**src/rtl/loader_pkg.sv**
```systemverilog
// Shared types and constants for the program loader.
package loader_pkg;

    localparam int unsigned BYTE_W         = 8;
    localparam int unsigned WORD_W         = 32;
    localparam int unsigned BYTES_PER_WORD = 4;
    localparam int unsigned IDX_W          = $clog2(BYTES_PER_WORD);

    typedef enum logic [2:0] {
        COLLECT,
        WRITE,
        GAP,
        VERIFY,
        DONE,
        ERROR
    } loader_state_t;

    // One beat of the incoming byte stream.
    typedef struct packed {
        logic [BYTE_W-1:0] data;
        logic              last;
    } byte_beat_t;

    // Place a byte in its big-endian lane; lane 0 is bits [31:24].
    function automatic logic [WORD_W-1:0] lane_place(input logic [BYTE_W-1:0] b,
                                                     input logic [IDX_W-1:0]  idx);
        logic [WORD_W-1:0] w;
        w = '0;
        case (idx)
            2'd0:    w[31:24] = b;
            2'd1:    w[23:16] = b;
            2'd2:    w[15:8]  = b;
            default: w[7:0]   = b;
        endcase
        return w;
    endfunction

endpackage

```
**src/rtl/prog_loader_if.sv**
```systemverilog
// Byte-stream and RAM handshake bundle between the loader and its environment.
interface prog_loader_if #(
    parameter int unsigned ADDR_W = 16
) ();

    logic              s_valid;
    logic              s_ready;
    logic [7:0]        s_data;
    logic              s_last;
    logic [ADDR_W-1:0] mem_addr;
    logic [31:0]       mem_wdata;
    logic [31:0]       mem_rdata;
    logic              mem_done;
    logic              mem_cs;
    logic              mem_we;
    logic              mem_oe;

    modport master (
        input  s_valid, s_data, s_last, mem_rdata, mem_done,
        output s_ready, mem_addr, mem_wdata, mem_cs, mem_we, mem_oe
    );

    modport slave (
        output s_valid, s_data, s_last, mem_rdata, mem_done,
        input  s_ready, mem_addr, mem_wdata, mem_cs, mem_we, mem_oe
    );

endinterface

```
**src/rtl/byte_packer.sv**
```systemverilog
// Assembles big-endian bytes into 32-bit words; a last byte zero-pads the word.
module byte_packer
    import loader_pkg::*;
(
    input  logic              clk,
    input  logic              rst_n,
    input  logic              accept,
    input  byte_beat_t        beat,
    output logic [WORD_W-1:0] word_c,
    output logic              word_ready_c
);

    logic [IDX_W-1:0]  byte_idx_q, byte_idx_d;
    logic [WORD_W-1:0] shreg_q, shreg_d;

    // Lower lanes are always zero in shreg, so OR-ing the new lane also pads.
    always_comb begin
        byte_idx_d   = byte_idx_q;
        shreg_d      = shreg_q;
        word_c       = shreg_q | lane_place(beat.data, byte_idx_q);
        word_ready_c = accept && ((byte_idx_q == IDX_W'(BYTES_PER_WORD - 1)) || beat.last);
        if (accept) begin
            if (word_ready_c) begin
                byte_idx_d = '0;
                shreg_d    = '0;
            end else begin
                byte_idx_d = byte_idx_q + IDX_W'(1);
                shreg_d    = word_c;
            end
        end
    end

    always_ff @(posedge clk or negedge rst_n) begin
        if (!rst_n) begin
            byte_idx_q <= '0;
            shreg_q    <= '0;
        end else begin
            byte_idx_q <= byte_idx_d;
            shreg_q    <= shreg_d;
        end
    end

endmodule

```
**src/rtl/prog_loader.sv**
```systemverilog
// Loads a byte-stream image into RAM word by word, reads it back and
// checks it against the running XOR checksum before releasing the core.
module prog_loader
    import loader_pkg::*;
#(
    parameter int unsigned ADDR_W    = 16,
    parameter int unsigned MAX_WORDS = 1024,
    parameter int unsigned TIMEOUT   = 255
) (
    input  logic              clk,
    input  logic              rst_n,
    prog_loader_if.master     bus,
    output logic [ADDR_W-1:0] word_count,
    output logic              done,
    output logic              error
);

    localparam int unsigned TMO_W = $clog2(TIMEOUT + 1);

    loader_state_t     state_q, state_d;
    logic              s_ready_q, s_ready_d;
    logic              cs_q, cs_d;
    logic              we_q, we_d;
    logic              oe_q, oe_d;
    logic [ADDR_W-1:0] addr_q, addr_d;
    logic [WORD_W-1:0] wdata_q, wdata_d;
    logic [ADDR_W-1:0] word_count_q, word_count_d;
    logic              done_q, done_d;
    logic              error_q, error_d;
    logic [WORD_W-1:0] csum_q, csum_d;
    logic [WORD_W-1:0] rd_csum_q, rd_csum_d;
    logic [TMO_W-1:0]  tmo_q, tmo_d;
    logic              last_seen_q, last_seen_d;

    logic              accept;
    logic              overflow;
    logic              timeout;
    logic [WORD_W-1:0] word_c;
    logic              word_ready_c;
    byte_beat_t        beat;

    // s_ready_q is only ever high while in COLLECT.
    assign accept   = bus.s_valid && s_ready_q;
    assign overflow = (word_count_q == ADDR_W'(MAX_WORDS));
    assign timeout  = cs_q && !bus.mem_done && (tmo_q == TMO_W'(TIMEOUT - 1));
    assign beat     = '{data: bus.s_data, last: bus.s_last};

    byte_packer u_packer (
        .clk          (clk),
        .rst_n        (rst_n),
        .accept       (accept && !overflow),
        .beat         (beat),
        .word_c       (word_c),
        .word_ready_c (word_ready_c)
    );

    always_comb begin
        state_d      = state_q;
        addr_d       = addr_q;
        wdata_d      = wdata_q;
        word_count_d = word_count_q;
        csum_d       = csum_q;
        rd_csum_d    = rd_csum_q;
        last_seen_d  = last_seen_q;
        tmo_d        = (cs_q && !bus.mem_done) ? tmo_q + TMO_W'(1) : '0;

        case (state_q)
            COLLECT: begin
                if (accept) begin
                    if (bus.s_last) last_seen_d = 1'b1;
                    if (overflow) begin
                        state_d = ERROR;
                    end else if (word_ready_c) begin
                        state_d = WRITE;
                        addr_d  = word_count_q;
                        wdata_d = word_c;
                    end
                end
            end
            WRITE: begin
                if (timeout) begin
                    state_d = ERROR;
                end else if (bus.mem_done) begin
                    csum_d       = csum_q ^ wdata_q;
                    word_count_d = word_count_q + ADDR_W'(1);
                    // Read-back starts at word 0 once the final word is in.
                    if (last_seen_q) addr_d = '0;
                    state_d = GAP;
                end
            end
            GAP: begin
                state_d = last_seen_q ? VERIFY : COLLECT;
            end
            VERIFY: begin
                if (timeout) begin
                    state_d = ERROR;
                end else if (bus.mem_done) begin
                    rd_csum_d = rd_csum_q ^ bus.mem_rdata;
                    if (addr_q == word_count_q - ADDR_W'(1)) begin
                        state_d = (rd_csum_d == csum_q) ? DONE : ERROR;
                    end else begin
                        addr_d  = addr_q + ADDR_W'(1);
                        state_d = GAP;
                    end
                end
            end
            DONE:    state_d = DONE;
            ERROR:   state_d = ERROR;
            default: state_d = ERROR;
        endcase

        // Bus and status outputs follow the next state so they flop with it.
        s_ready_d = (state_d == COLLECT);
        cs_d      = (state_d == WRITE) || (state_d == VERIFY);
        we_d      = (state_d == WRITE);
        oe_d      = (state_d == VERIFY);
        done_d    = (state_d == DONE);
        error_d   = (state_d == ERROR);
    end

    always_ff @(posedge clk or negedge rst_n) begin
        if (!rst_n) begin
            state_q      <= COLLECT;
            s_ready_q    <= 1'b0;
            cs_q         <= 1'b0;
            we_q         <= 1'b0;
            oe_q         <= 1'b0;
            addr_q       <= '0;
            wdata_q      <= '0;
            word_count_q <= '0;
            done_q       <= 1'b0;
            error_q      <= 1'b0;
            csum_q       <= '0;
            rd_csum_q    <= '0;
            tmo_q        <= '0;
            last_seen_q  <= 1'b0;
        end else begin
            state_q      <= state_d;
            s_ready_q    <= s_ready_d;
            cs_q         <= cs_d;
            we_q         <= we_d;
            oe_q         <= oe_d;
            addr_q       <= addr_d;
            wdata_q      <= wdata_d;
            word_count_q <= word_count_d;
            done_q       <= done_d;
            error_q      <= error_d;
            csum_q       <= csum_d;
            rd_csum_q    <= rd_csum_d;
            tmo_q        <= tmo_d;
            last_seen_q  <= last_seen_d;
        end
    end

    assign bus.s_ready   = s_ready_q;
    assign bus.mem_cs    = cs_q;
    assign bus.mem_we    = we_q;
    assign bus.mem_oe    = oe_q;
    assign bus.mem_addr  = addr_q;
    assign bus.mem_wdata = wdata_q;
    assign word_count    = word_count_q;
    assign done          = done_q;
    assign error         = error_q;

endmodule
```
**src/flat_wrapper.sv**
```systemverilog
// flat-port wrapper written by rule: the top's interface ports become plain ports
module prog_loader_flat import loader_pkg::*;
#(
    parameter int unsigned ADDR_W    = 16,
    parameter int unsigned MAX_WORDS = 1024,
    parameter int unsigned TIMEOUT   = 255
)
  (clk, rst_n, word_count, done, error, bus_s_valid, bus_s_data, bus_s_last, bus_mem_rdata, bus_mem_done, bus_s_ready, bus_mem_addr, bus_mem_wdata, bus_mem_cs, bus_mem_we, bus_mem_oe);
  prog_loader_if #(.ADDR_W(ADDR_W)) bus_i ();
  input  logic clk;
  input  logic rst_n;
  output logic [ADDR_W-1:0] word_count;
  output logic done;
  output logic error;
  input wire logic [$bits(bus_i.s_valid)-1:0] bus_s_valid;
  input wire logic [$bits(bus_i.s_data)-1:0] bus_s_data;
  input wire logic [$bits(bus_i.s_last)-1:0] bus_s_last;
  input wire logic [$bits(bus_i.mem_rdata)-1:0] bus_mem_rdata;
  input wire logic [$bits(bus_i.mem_done)-1:0] bus_mem_done;
  output wire logic [$bits(bus_i.s_ready)-1:0] bus_s_ready;
  output wire logic [$bits(bus_i.mem_addr)-1:0] bus_mem_addr;
  output wire logic [$bits(bus_i.mem_wdata)-1:0] bus_mem_wdata;
  output wire logic [$bits(bus_i.mem_cs)-1:0] bus_mem_cs;
  output wire logic [$bits(bus_i.mem_we)-1:0] bus_mem_we;
  output wire logic [$bits(bus_i.mem_oe)-1:0] bus_mem_oe;
  assign bus_i.s_valid = bus_s_valid;
  assign bus_i.s_data = bus_s_data;
  assign bus_i.s_last = bus_s_last;
  assign bus_i.mem_rdata = bus_mem_rdata;
  assign bus_i.mem_done = bus_mem_done;
  assign bus_s_ready = bus_i.s_ready;
  assign bus_mem_addr = bus_i.mem_addr;
  assign bus_mem_wdata = bus_i.mem_wdata;
  assign bus_mem_cs = bus_i.mem_cs;
  assign bus_mem_we = bus_i.mem_we;
  assign bus_mem_oe = bus_i.mem_oe;
  prog_loader #(.ADDR_W(ADDR_W), .MAX_WORDS(MAX_WORDS), .TIMEOUT(TIMEOUT)) u_core (.clk(clk), .rst_n(rst_n), .bus(bus_i), .word_count(word_count), .done(done), .error(error));
endmodule
```
**config.mk**
```make
export PLATFORM = sky130hd
export DESIGN_NAME = prog_loader_flat
export DESIGN_NICKNAME = d
export VERILOG_FILES = /design/src/rtl/loader_pkg.sv /design/src/rtl/prog_loader_if.sv /design/src/rtl/byte_packer.sv /design/src/rtl/prog_loader.sv /design/src/flat_wrapper.sv
export SDC_FILE = /design/constraint.sdc
export NUM_CORES = 1
export LEC_CHECK = 0
export BUFFER_PORTS_ARGS = -buffer_cell sky130_fd_sc_hd__buf_2
export CAP_MARGIN = 40
export CORE_MARGIN = 3
export CORE_UTILIZATION = 33
export DETAILED_ROUTE_END_ITERATION = 6
export GPL_TIMING_DRIVEN = 0
export PLACE_DENSITY = 0.48
export SLEW_MARGIN = 20
export SYNTH_ARGS = -nofsm -noshare
export SYNTH_HDL_FRONTEND = slang
export SYNTH_SLANG_ARGS = --single-unit
```
**constraint.sdc**
```tcl
create_clock -name clk -period 8.6 [get_ports clk]
set_clock_uncertainty 0.1 [all_clocks]
set_input_delay 0.86 -clock clk [delete_from_list [all_inputs] [get_ports clk]]
set_output_delay 0.86 -clock clk [all_outputs]
set_load 0.02 [all_outputs]
```
==> summary.md, run 1 <==
| Metric | Value |
|---|---|
| Number of synthesized register bits | 180 |
| ANT nets after route | 0 |
| RR Startpoint | u_core.word_count[0] |
| Tmin final | 3873 ps |
| Largest family of logic cells by synthesized area | simple AND/OR/NAND/NOR gates |
| Core Box Area | 26350 µm² |
| Via/cell ratio | 4.839 |
| Required @ worst endpoint | 8810 ps |
| PostCTS Resize Cnt | 0 |
| Syn Std Cell Area | 8972 µm² |
| Largest net degree at the start of global routing | 89 |
| CP startpoint kind | register |
| Fill cells | 2685 |
| Clock buffer depth | 2 |
| Hold WS | 193.7 ps |
| Post-synth EDFFs | 0 |
| Reg power frac | 0.400 |
| Simple-Gate Fraction of Synth Area | 0.1686 |
| Max Cap Viol | 0 |
| Clock power frac | 0.212 |
| Final nets | 1099 |
| Setup violations, final | 0 |
| Antenna Cells | 0 |
| Initial antenna violation count | 0 |
| DRT Pass-1 Iters | 5 |
| Non-Filler Instances | 1392 |
| RSZ-0062 raised after global routing | false |
| Final TNS setup | 0 ps |
| Pwr Density | 342.8 nW/µm² |
| Iter 0 DRT Violations | 460 |
| Yosys warns | 0 |
| Cell with the most instances after synthesis | dfrtp_1 |
| CTS Root Cell | clkbuf_16 |
| Setup bufs post-CTS | 0 |
| IO buf count | 105 |
| Starting density of the core | 0.3405 |
| Grt ovf | 0 |
| Synth cell types | 67 |
| TritonCTS Sinks | 180 |
| Max-slew violations | 0 |
| Die X | 170.9 µm |
| Synth Net Count | 973 |
| CTS tree | yes |
| Register area share after synthesis | 0.5020 |
| First-pass GRT wire length | 38.63 mm |
| Area contributors post-synth | dfrtp_1, xnor2_1, nand2_1 |
| Combinational group share of total power | 0.389 |
| Post-Syn Instances | 918 |
| Rows | 59 |
| Worst Tran Pin Value | 805.5 ps |
| Clock-pin slew on the worst setup and hold paths | 90 ps |
| Leak | 4.540 nW |
| Outcome | finished clean |
| Crit path capture type | register |
| Final hold violations | 0 |
| Compound-cell area share of the yosys netlist | 0.1146 |
| CTS Hold Bufs | 0 |
| Post-DP HPWL | 18.27 mm |
| Arr. time, crit path | 4080 ps |
| Wire length per cell | 17.53 µm |
| Synth Area in XOR/XNOR | 0.1640 |
| Async S/R FF share, synth | 1.000 |
| Power Internal | 2.165 mW |
| Routability Congestion | 0.8115 |
| Vias in the first global route | 6658 |
| Crit path kind | reg -> reg |
| Boundary Pins | 115 |
| VDD IR-drop max | 0.0001494 V |
| Avg Synthesized Cell Area | 9.774 µm² |
| Period utilization | 0.4504 |
| Hold Crit Class | in -> async |
| H-tree depth | 4 |
| Critical path peak fanout | 10 |
| P_sw | 1.451 mW |
| Synth area leader | dfrtp_1 |
| Total GRT Usage | 0.1707 |
| Top-area cell type share of the netlist area | 0.5020 |
| Synth cell count leaders | dfrtp_1, xnor2_1, nand2_1, a21oi_1, nor2_1 |
| Fmax achieved | 258.2 MHz |
| Worst-skew pair later-pin latency | 440 ps |
| Post-synthesis mux area share | 0.004602 |
| Share of layout cells above drive strength 1 | 0.1552 |
| Switching Share | 0.4012 |
| Critical path startpoint | u_core.word_count[0] |
| Die Span Y | 170.9 µm |
| Worst slew margin relative to its limit | 0.4630 |
| CTS Buf Count | 17 |
| Die ar. | 29200 µm² |
| Vias | 6736 |
| Most used DFF post-synth | dfrtp_1 |
| DRC | 0 |
| Post-Synth Adder-Cell Area | 0.01395 |
| Placed Cells incl. Taps | 1360 |
| Syn-to-layout area delta | 17.53% |
| Final WL | 24.41 mm |
area by class of cell:
class                           instances  area (µm²)  area share
Inverter                               16       60.06    0.005695
Tap cell                              335       419.2     0.03975
Buffer                                 55       229.0     0.02171
Clock buffer                           18       429.2     0.04070
Multi-Input combinational cell        667        4179      0.3963
Sequential cell                       180        4504      0.4271
Timing Repair Buffer                  107       590.6     0.05600
Clock inverter                         14       133.9     0.01270
flip-flops by register name (all words and copies together) (netlist names), 2 cells and up:
name	flops
u_core.u_packer.byte_idx_q	2
u_core.tmo_q	8
u_core.u_packer.shreg_q	32
u_core.bus.mem_wdata	32
u_core.rd_csum_q	32
u_core.csum_q	32
u_core.state_q	3
u_core.bus.mem_addr	16
u_core.word_count	16
critical path, cell delays in order, from the launching register on:
cell and delay, ps:
dfrtp_1 390, buf_2 180, inv_1 140, ha_1 240
nor3b_2 390, nand2_2 200, o31ai_2 740, o21ai_1 490
nand2_1 390, nand2_4 170, mux2_4 320
cell usage in the layout, fill, tap and decap left out, drive strengths merged, types with 4 or more instances in the layout:
master  netlist  layout
inv          16      26
xnor2       156     156
a21o          5       5
nor2b         4       4
a211oi        4       4
or3           4       4
nand2       134     134
clkbuf       36      54
and2         11      11
nor3         12      12
buf          19     126
and3         13      13
a31oi         6       6
nand4         7       7
nor4         19      19
nor2         69      69
nand3b        5       5
ha           10      10
xor2         12      12
nor3b         4       4
a21oi        78      78
o22a          4       4
o21ai        49      49
a221o         4       4
dfrtp       180     180
nand3        19      19
kinds of logic after synthesis:
kind of cell | after synthesis
fa+ha+maj | 10
buf+inv | 71
mux | 3
compound gates | 173
flops | 180
xor+xnor | 168
simple gates | 313
final timing paths:
path	to	slack, ps	depth (start not counted)
max	u_core.bus.mem_addr[0]	4730	10
min	u_core.word_count[11]	190	1
max reg2reg	u_core.bus.mem_addr[0]	4730	10
min reg2reg	u_core.csum_q[31]	390	1
max in group asynchronous	u_core.csum_q[31]	7430	2
min in group clk	u_core.csum_q[31]	390	1
metal layers:
| metal | global-route usage | up-vias | part of all wire | wire [µm] |
|---|---|---|---|---|
| li1 | - | 3365 | - | - |
| met1 | 0.2543 | 3233 | 0.51 | 12490 |
| met2 | 0.2548 | 120 | 0.44 | 10670 |
| met3 | 0.03304 | 18 | 0.039 | 943 |
| met4 | 0.04479 | 0 | 0.013 | 309 |
| met5 | 0 | - | 0 | 0 |
power by group through the flow:
stage | combinational (mW) | sequential (mW) | clock, mW
after detailed placement | 1.42 | 1.46 | 0
after floorplan | 0.944 | 1.49 | 0
after CTS | 1.43 | 1.45 | 0.790
final | 1.41 | 1.44 | 0.765
after global placement | 1.40 | 1.46 | 0
after global routing | 1.57 | 1.49 | 0.824
metrics by stage:
step	setup slack (ps)	total power [mW]	cell area (µm²)	utilization
4_1_cts	4692	3.663	10550	0.4001
3_3_place_gp	3344	2.861	9917	0.3763
2_1_floorplan	5453	2.435	8972	-
6_report	4727	3.615	10550	0.4001
5_1_grt	4328	3.876	10550	0.4001
3_5_place_dp	4716	2.880	9982	0.3788
Power figures use the tool's default switching activity.
==> run 2, diff against run 1 <==
Clock period 8.6 ns to 3.65 ns, I/O delays scaled along.
==> run 2 against run 1 <==
- critical path depth rose by 1
- sequential power grew 140%
- critical endpoint is now u_core.bus.mem_addr[11]
- count of clock-buffer cells in the layout did not move
- combinational power grew 140%
==> summary.md, run 2 (same netlist as run 1, synthesis figures left out) <==
| Metric | Value |
|---|---|
| Die X | 170.9 µm |
| Syn-to-layout area delta | 17.95% |
| Setup violations, final | 0 |
| Worst-path cell chain | buf_2 -> inv_1 -> ha_1 -> nor3b_4 -> nand2_2 -> or4b_1 -> xnor2_1 -> nor4_1 -> and3_4 -> or4_4 -> o221a_1 |
| Die Span Y | 170.9 µm |
| Via/cell ratio | 4.846 |
| CTS Root Cell | clkbuf_16 |
| Final TNS setup | 0 ps |
| Crit path capture type | register |
| CP peak stage delay | 550 ps |
| Clock-pin slew on the worst setup and hold paths | 80 ps |
| Die ar. | 29200 µm² |
| Share of layout cells above drive strength 1 | 0.1560 |
| Worst Tran Pin Value | 805.8 ps |
| VDD IR-drop max | 0.0003477 V |
| Crit path kind | reg -> reg |
| Pwr Density | 806.5 nW/µm² |
| IO buf count | 105 |
| Placed Cells incl. Taps | 1360 |
| Final hold violations | 0 |
| Wire length per cell | 17.58 µm |
| Core Box Area | 26350 µm² |
| Overall power | 8.534 mW |
| Vias in the first global route | 6669 |
| Clock buffer depth | 2 |
| Max Cap Viol | 0 |
| Vias | 6751 |
| Boundary Pins | 115 |
| Antenna Cells | 0 |
| Hold Crit Class | in -> reg |
| Outcome | finished clean |
| Worst-skew pair later-pin latency | 440 ps |
| CTS Buf Count | 17 |
| ANT nets after route | 0 |
| H-tree depth | 4 |
| Commonest non-fill, non-tap cell in the layout | dfrtp_1 |
| Rows | 59 |
| DRC | 0 |
| Leak | 4.554 nW |
| TritonCTS Sinks | 180 |
| Tmin final | 3469 ps |
| Grt ovf | 0 |
| Worst slew margin relative to its limit | 0.4628 |
| Fmax achieved | 288.3 MHz |
| Post-DP HPWL | 18.27 mm |
| Final WL | 24.49 mm |
| Largest net degree at the start of global routing | 89 |
| Iter 0 DRT Violations | 474 |
| Total GRT Usage | 0.1713 |
| RSZ-0062 raised after global routing | false |
| First-pass GRT wire length | 38.74 mm |
| Critical path peak fanout | 7 |
| Required @ worst endpoint | 3880 ps |
| Period utilization | 0.9504 |
| Crit-path slowest cell | or4b_1 |
| Initial antenna violation count | 0 |
| Final nets | 1100 |
| Starting density of the core | 0.3405 |
| CP startpoint kind | register |
| Arr. time, crit path | 3700 ps |
| DRT Pass-1 Iters | 7 |
| CTS tree | yes |
| Non-Filler Instances | 1393 |
| Most frequent cells in the layout | dfrtp_1, xnor2_1, nand2_1, buf_2, a21oi_1 |
| Routability Congestion | 0.8115 |
| Hold WS | 65.46 ps |
| Max-slew violations | 0 |
-- run 2: layout make-up --
class / instances / area, µm²
tap: 335 / 419.2
sequential: 180 / 4504
buffer: 55 / 229.0
timing repair buffer: 108 / 600.6
multi-input combinational: 667 / 4207
fill: 2684 / 15770
clock buffer: 18 / 429.2
inverter: 16 / 60.06
clock inverter: 14 / 133.9
-- run 2: where the power goes --
part | internal (mW) | switching [mW]
clock | 0.910 | 0.893
sequential | 2.73 | 0.676
combinational | 1.47 | 1.86
-- run 2: critical path: cells and delay by family, from the launching register on --
family / cells / cell delay (ps)
AO/OA/AOI/OAI: 1 / 230
XOR/XNOR: 1 / 160
adder cells (fa/ha/maj): 1 / 240
buffers and inverters: 2 / 320
flip-flops: 1 / 390
AND/OR/NAND/NOR: 6 / 1910
-- run 2: worst paths after layout --
| kind | startpoint | slack [ps] | end | cells after the start |
|---|---|---|---|---|
| min in group asynchronous | rst_n | 290 | u_core.word_count[11] | 2 |
| max in group asynchronous | rst_n | 2380 | u_core.csum_q[31] | 3 |
| setup reg to reg | u_core.word_count[0] | 180 | u_core.bus.mem_addr[11] | 11 |
| hold reg to reg | u_core.csum_q[31] | 390 | u_core.csum_q[31] | 1 |
| hold / removal | bus_s_last | 70 | u_core.last_seen_q | 2 |
| setup / recovery | u_core.word_count[0] | 180 | u_core.bus.mem_addr[11] | 11 |
-- run 2: stage by stage --
step	utilization	setup slack [ps]	cell area, µm²
2_1_floorplan	-	503.2	8972
3_3_place_gp	0.3763	-1111	9917
3_5_place_dp	0.3788	-234.0	9982
4_1_cts	0.4008	49.91	10560
5_1_grt	0.4016	5.079	10580
6_report	0.4016	181.1	10580
-- run 2: routing by layer --
layer,up-vias,track usage,part of all wire
li1,3374,-,-
met1,3216,0.2546,0.51
met2,141,0.2565,0.44
met3,20,0.03304,0.042
met4,0,0.04479,0.013
met5,-,0,0
-- run 2: repair_timing --
| action | 4_1_cts | 5_1_grt |
|---|---|---|
| pin swaps | 0 | 0 |
| resized for setup | 1 | 3 |
| setup buffers | 0 | 0 |
| endpoints found under the setup margin | 15 | 23 |
| hold buffers | 1 | 0 |
| endpoints found under the hold margin | 36 | 0 |
| cloned | 0 | 0 |
==> run 3, diff against run 2 <==
Settings changed: MAX_ROUTING_LAYER from default to met4.
==> run 3 against run 2 <==
- critical path depth unchanged
- hold slack worse by 1.7 ps
- wire length down 0.27%
- final cell count unchanged
- fmax about the same
- utilization unchanged
- register-to-register slack about the same
- combinational power about the same
- critical endpoint unchanged
- largest power group unchanged
==> summary.md, run 3 (same netlist as run 1, synthesis figures left out) <==
| Metric | Value |
|---|---|
| RR Startpoint | u_core.word_count[0] |
| CTS Root Cell | clkbuf_16 |
| Die ar. | 29200 µm² |
| Largest net degree at the start of global routing | 89 |
| Pwr Density | 806.0 nW/µm² |
| Total GRT Usage | 0.1769 |
| Reg2reg end | u_core.bus.mem_addr[11] |
| Setup bufs post-CTS | 0 |
| Core Util, Final | 0.4016 |
| Worst-skew pair later-pin latency | 440 ps |
| Share of layout cells above drive strength 1 | 0.1560 |
| Leak | 4.554 nW |
| DRT Pass-1 Iters | 5 |
| Die X | 170.9 µm |
| Wire length per cell | 17.53 µm |
| TritonCTS Sinks | 180 |
| Arr. time, crit path | 3700 ps |
| H-tree depth | 4 |
| Boundary Pins | 115 |
| Power Internal | 5.107 mW |
| First-pass GRT wire length | 38.78 mm |
| Antenna Cells | 0 |
| CTS tree | yes |
| Required @ worst endpoint | 3880 ps |
| Period utilization | 0.9503 |
| Clock power frac | 0.211 |
| Outcome | finished clean |
| Hold Crit Class | in -> reg |
| Core Box Area | 26350 µm² |
| Cells on worst reg2reg path | 11 |
| P_sw | 3.423 mW |
| Tmin final | 3469 ps |
| Most frequent cells in the layout | dfrtp_1, xnor2_1, nand2_1, buf_2, a21oi_1 |
| Iter 0 DRT Violations | 450 |
| Die Span Y | 170.9 µm |
| R2R setup slack | 180 ps |
| Reg power frac | 0.399 |
| DRC | 0 |
| Clock buffer depth | 2 |
| Max Cap Viol | 0 |
| CP startpoint kind | register |
| Final nets | 1100 |
| Vias in the first global route | 6648 |
| Combinational group share of total power | 0.390 |
| Hold Path Origin | bus_s_last |
| Worst slew margin relative to its limit | 0.4806 |
| Syn-to-layout area delta | 17.95% |
| Max-slew violations | 0 |
| Initial antenna violation count | 0 |
| Final hold violations | 0 |
| Hold Path Stages | 2 |
| Setup violations, final | 0 |
| Post-DP HPWL | 18.27 mm |
| Starting density of the core | 0.3405 |
| VDD IR-drop max | 0.0003447 V |
| Crit path kind | reg -> reg |
| ANT nets after route | 0 |
| Clock-pin slew on the worst setup and hold paths | 80 ps |
| Worst Tran Pin Value | 779.0 ps |
| RSZ-0062 raised after global routing | false |
| Non-Filler Instances | 1393 |
| IO buf count | 105 |
| Critical path peak fanout | 7 |
| Rows | 59 |
| Routability Congestion | 0.8234 |
| Hold WS | 63.76 ps |
| Switching Share | 0.4013 |
| Grt ovf | 0 |
| Worst Hold Path EP | u_core.last_seen_q |
| CTS Buf Count | 17 |
| Commonest non-fill, non-tap cell in the layout | dfrtp_1 |
| Crit path capture type | register |
| Final WL | 24.43 mm |
| Vias | 6775 |
| Via/cell ratio | 4.864 |
| Fmax achieved | 288.3 MHz |
| Placed Cells incl. Taps | 1360 |
## run 3: area by class of cell
cell class              count  area (µm²)
clock inverters            14       133.9
inverters                  16       60.06
flip-flops and latches    180        4504
fillers                  2684       15770
clock buffers              18       429.2
multi-input cells         667        4207
plain buffers              55       229.0
repair buffers            108       600.6
well taps                 335       419.2
## run 3: how the worst max path moves through the flow
stage,end,slack (ps),startpoint,depth (start not counted)
4_1_cts,u_core.bus.mem_addr[1],50,u_core.word_count[0],10
6_report,u_core.bus.mem_addr[11],180,u_core.word_count[0],11
3_3_place_gp,u_core.rd_csum_q[14],-1110,rst_n,1
5_1_grt,u_core.bus.mem_addr[11],5,u_core.word_count[0],11
3_5_place_dp,u_core.bus.mem_addr[1],-230,u_core.word_count[0],10
2_1_floorplan,u_core.bus.mem_addr[11],500,u_core.word_count[0],11
## run 3: critical path: stages (launching register included)
cell and delay, ps:
dfrtp_1 390, buf_2 180, inv_1 140, ha_1 250, nor3b_4 340, nand2_2 200, or4b_1 550, xnor2_1 160
nor4_1 60, and3_4 220, or4_4 530, o221a_1 230
## run 3: per-stage QoR
step / setup slack [ps] / power [mW] / TNS [ps] / instance area (µm²)
finish: 181.4 / 8.529 / 0 / 10580
floorplan: 503.2 / 5.738 / 0 / 8972
CTS: 49.91 / 8.633 / 0 / 10560
detailed placement: -234.0 / 6.786 / -2156 / 9982
global placement: -1111 / 6.740 / -198230 / 9917
global route: 4.869 / 9.152 / 0 / 10580
## run 3: power by group through the flow
stage          Sequential, mW  Clock (mW)  Combinational, mW
2_1_floorplan            3.51           0               2.22
3_3_place_gp             3.43           0               3.31
3_5_place_dp             3.44           0               3.35
4_1_cts                  3.41        1.86               3.37
5_1_grt                  3.51        1.94               3.70
6_report                 3.40        1.80               3.33
## run 3: repair_timing
| item | in CTS | in global routing |
|---|---|---|
| hold buffers | 1 | 0 |
| endpoints found under the hold margin | 36 | 0 |
| setup endpoints to repair | 15 | 23 |
| gates resized for setup | 1 | 3 |
## run 3: routing by layer
metal,global-route usage,share of wire,vias to the layer above
met5,-,0,-
met4,0.04269,0.013,0
met3,0.03466,0.043,22
li1,-,-,3375
met1,0.2553,0.51,3230
met2,0.2569,0.44,148
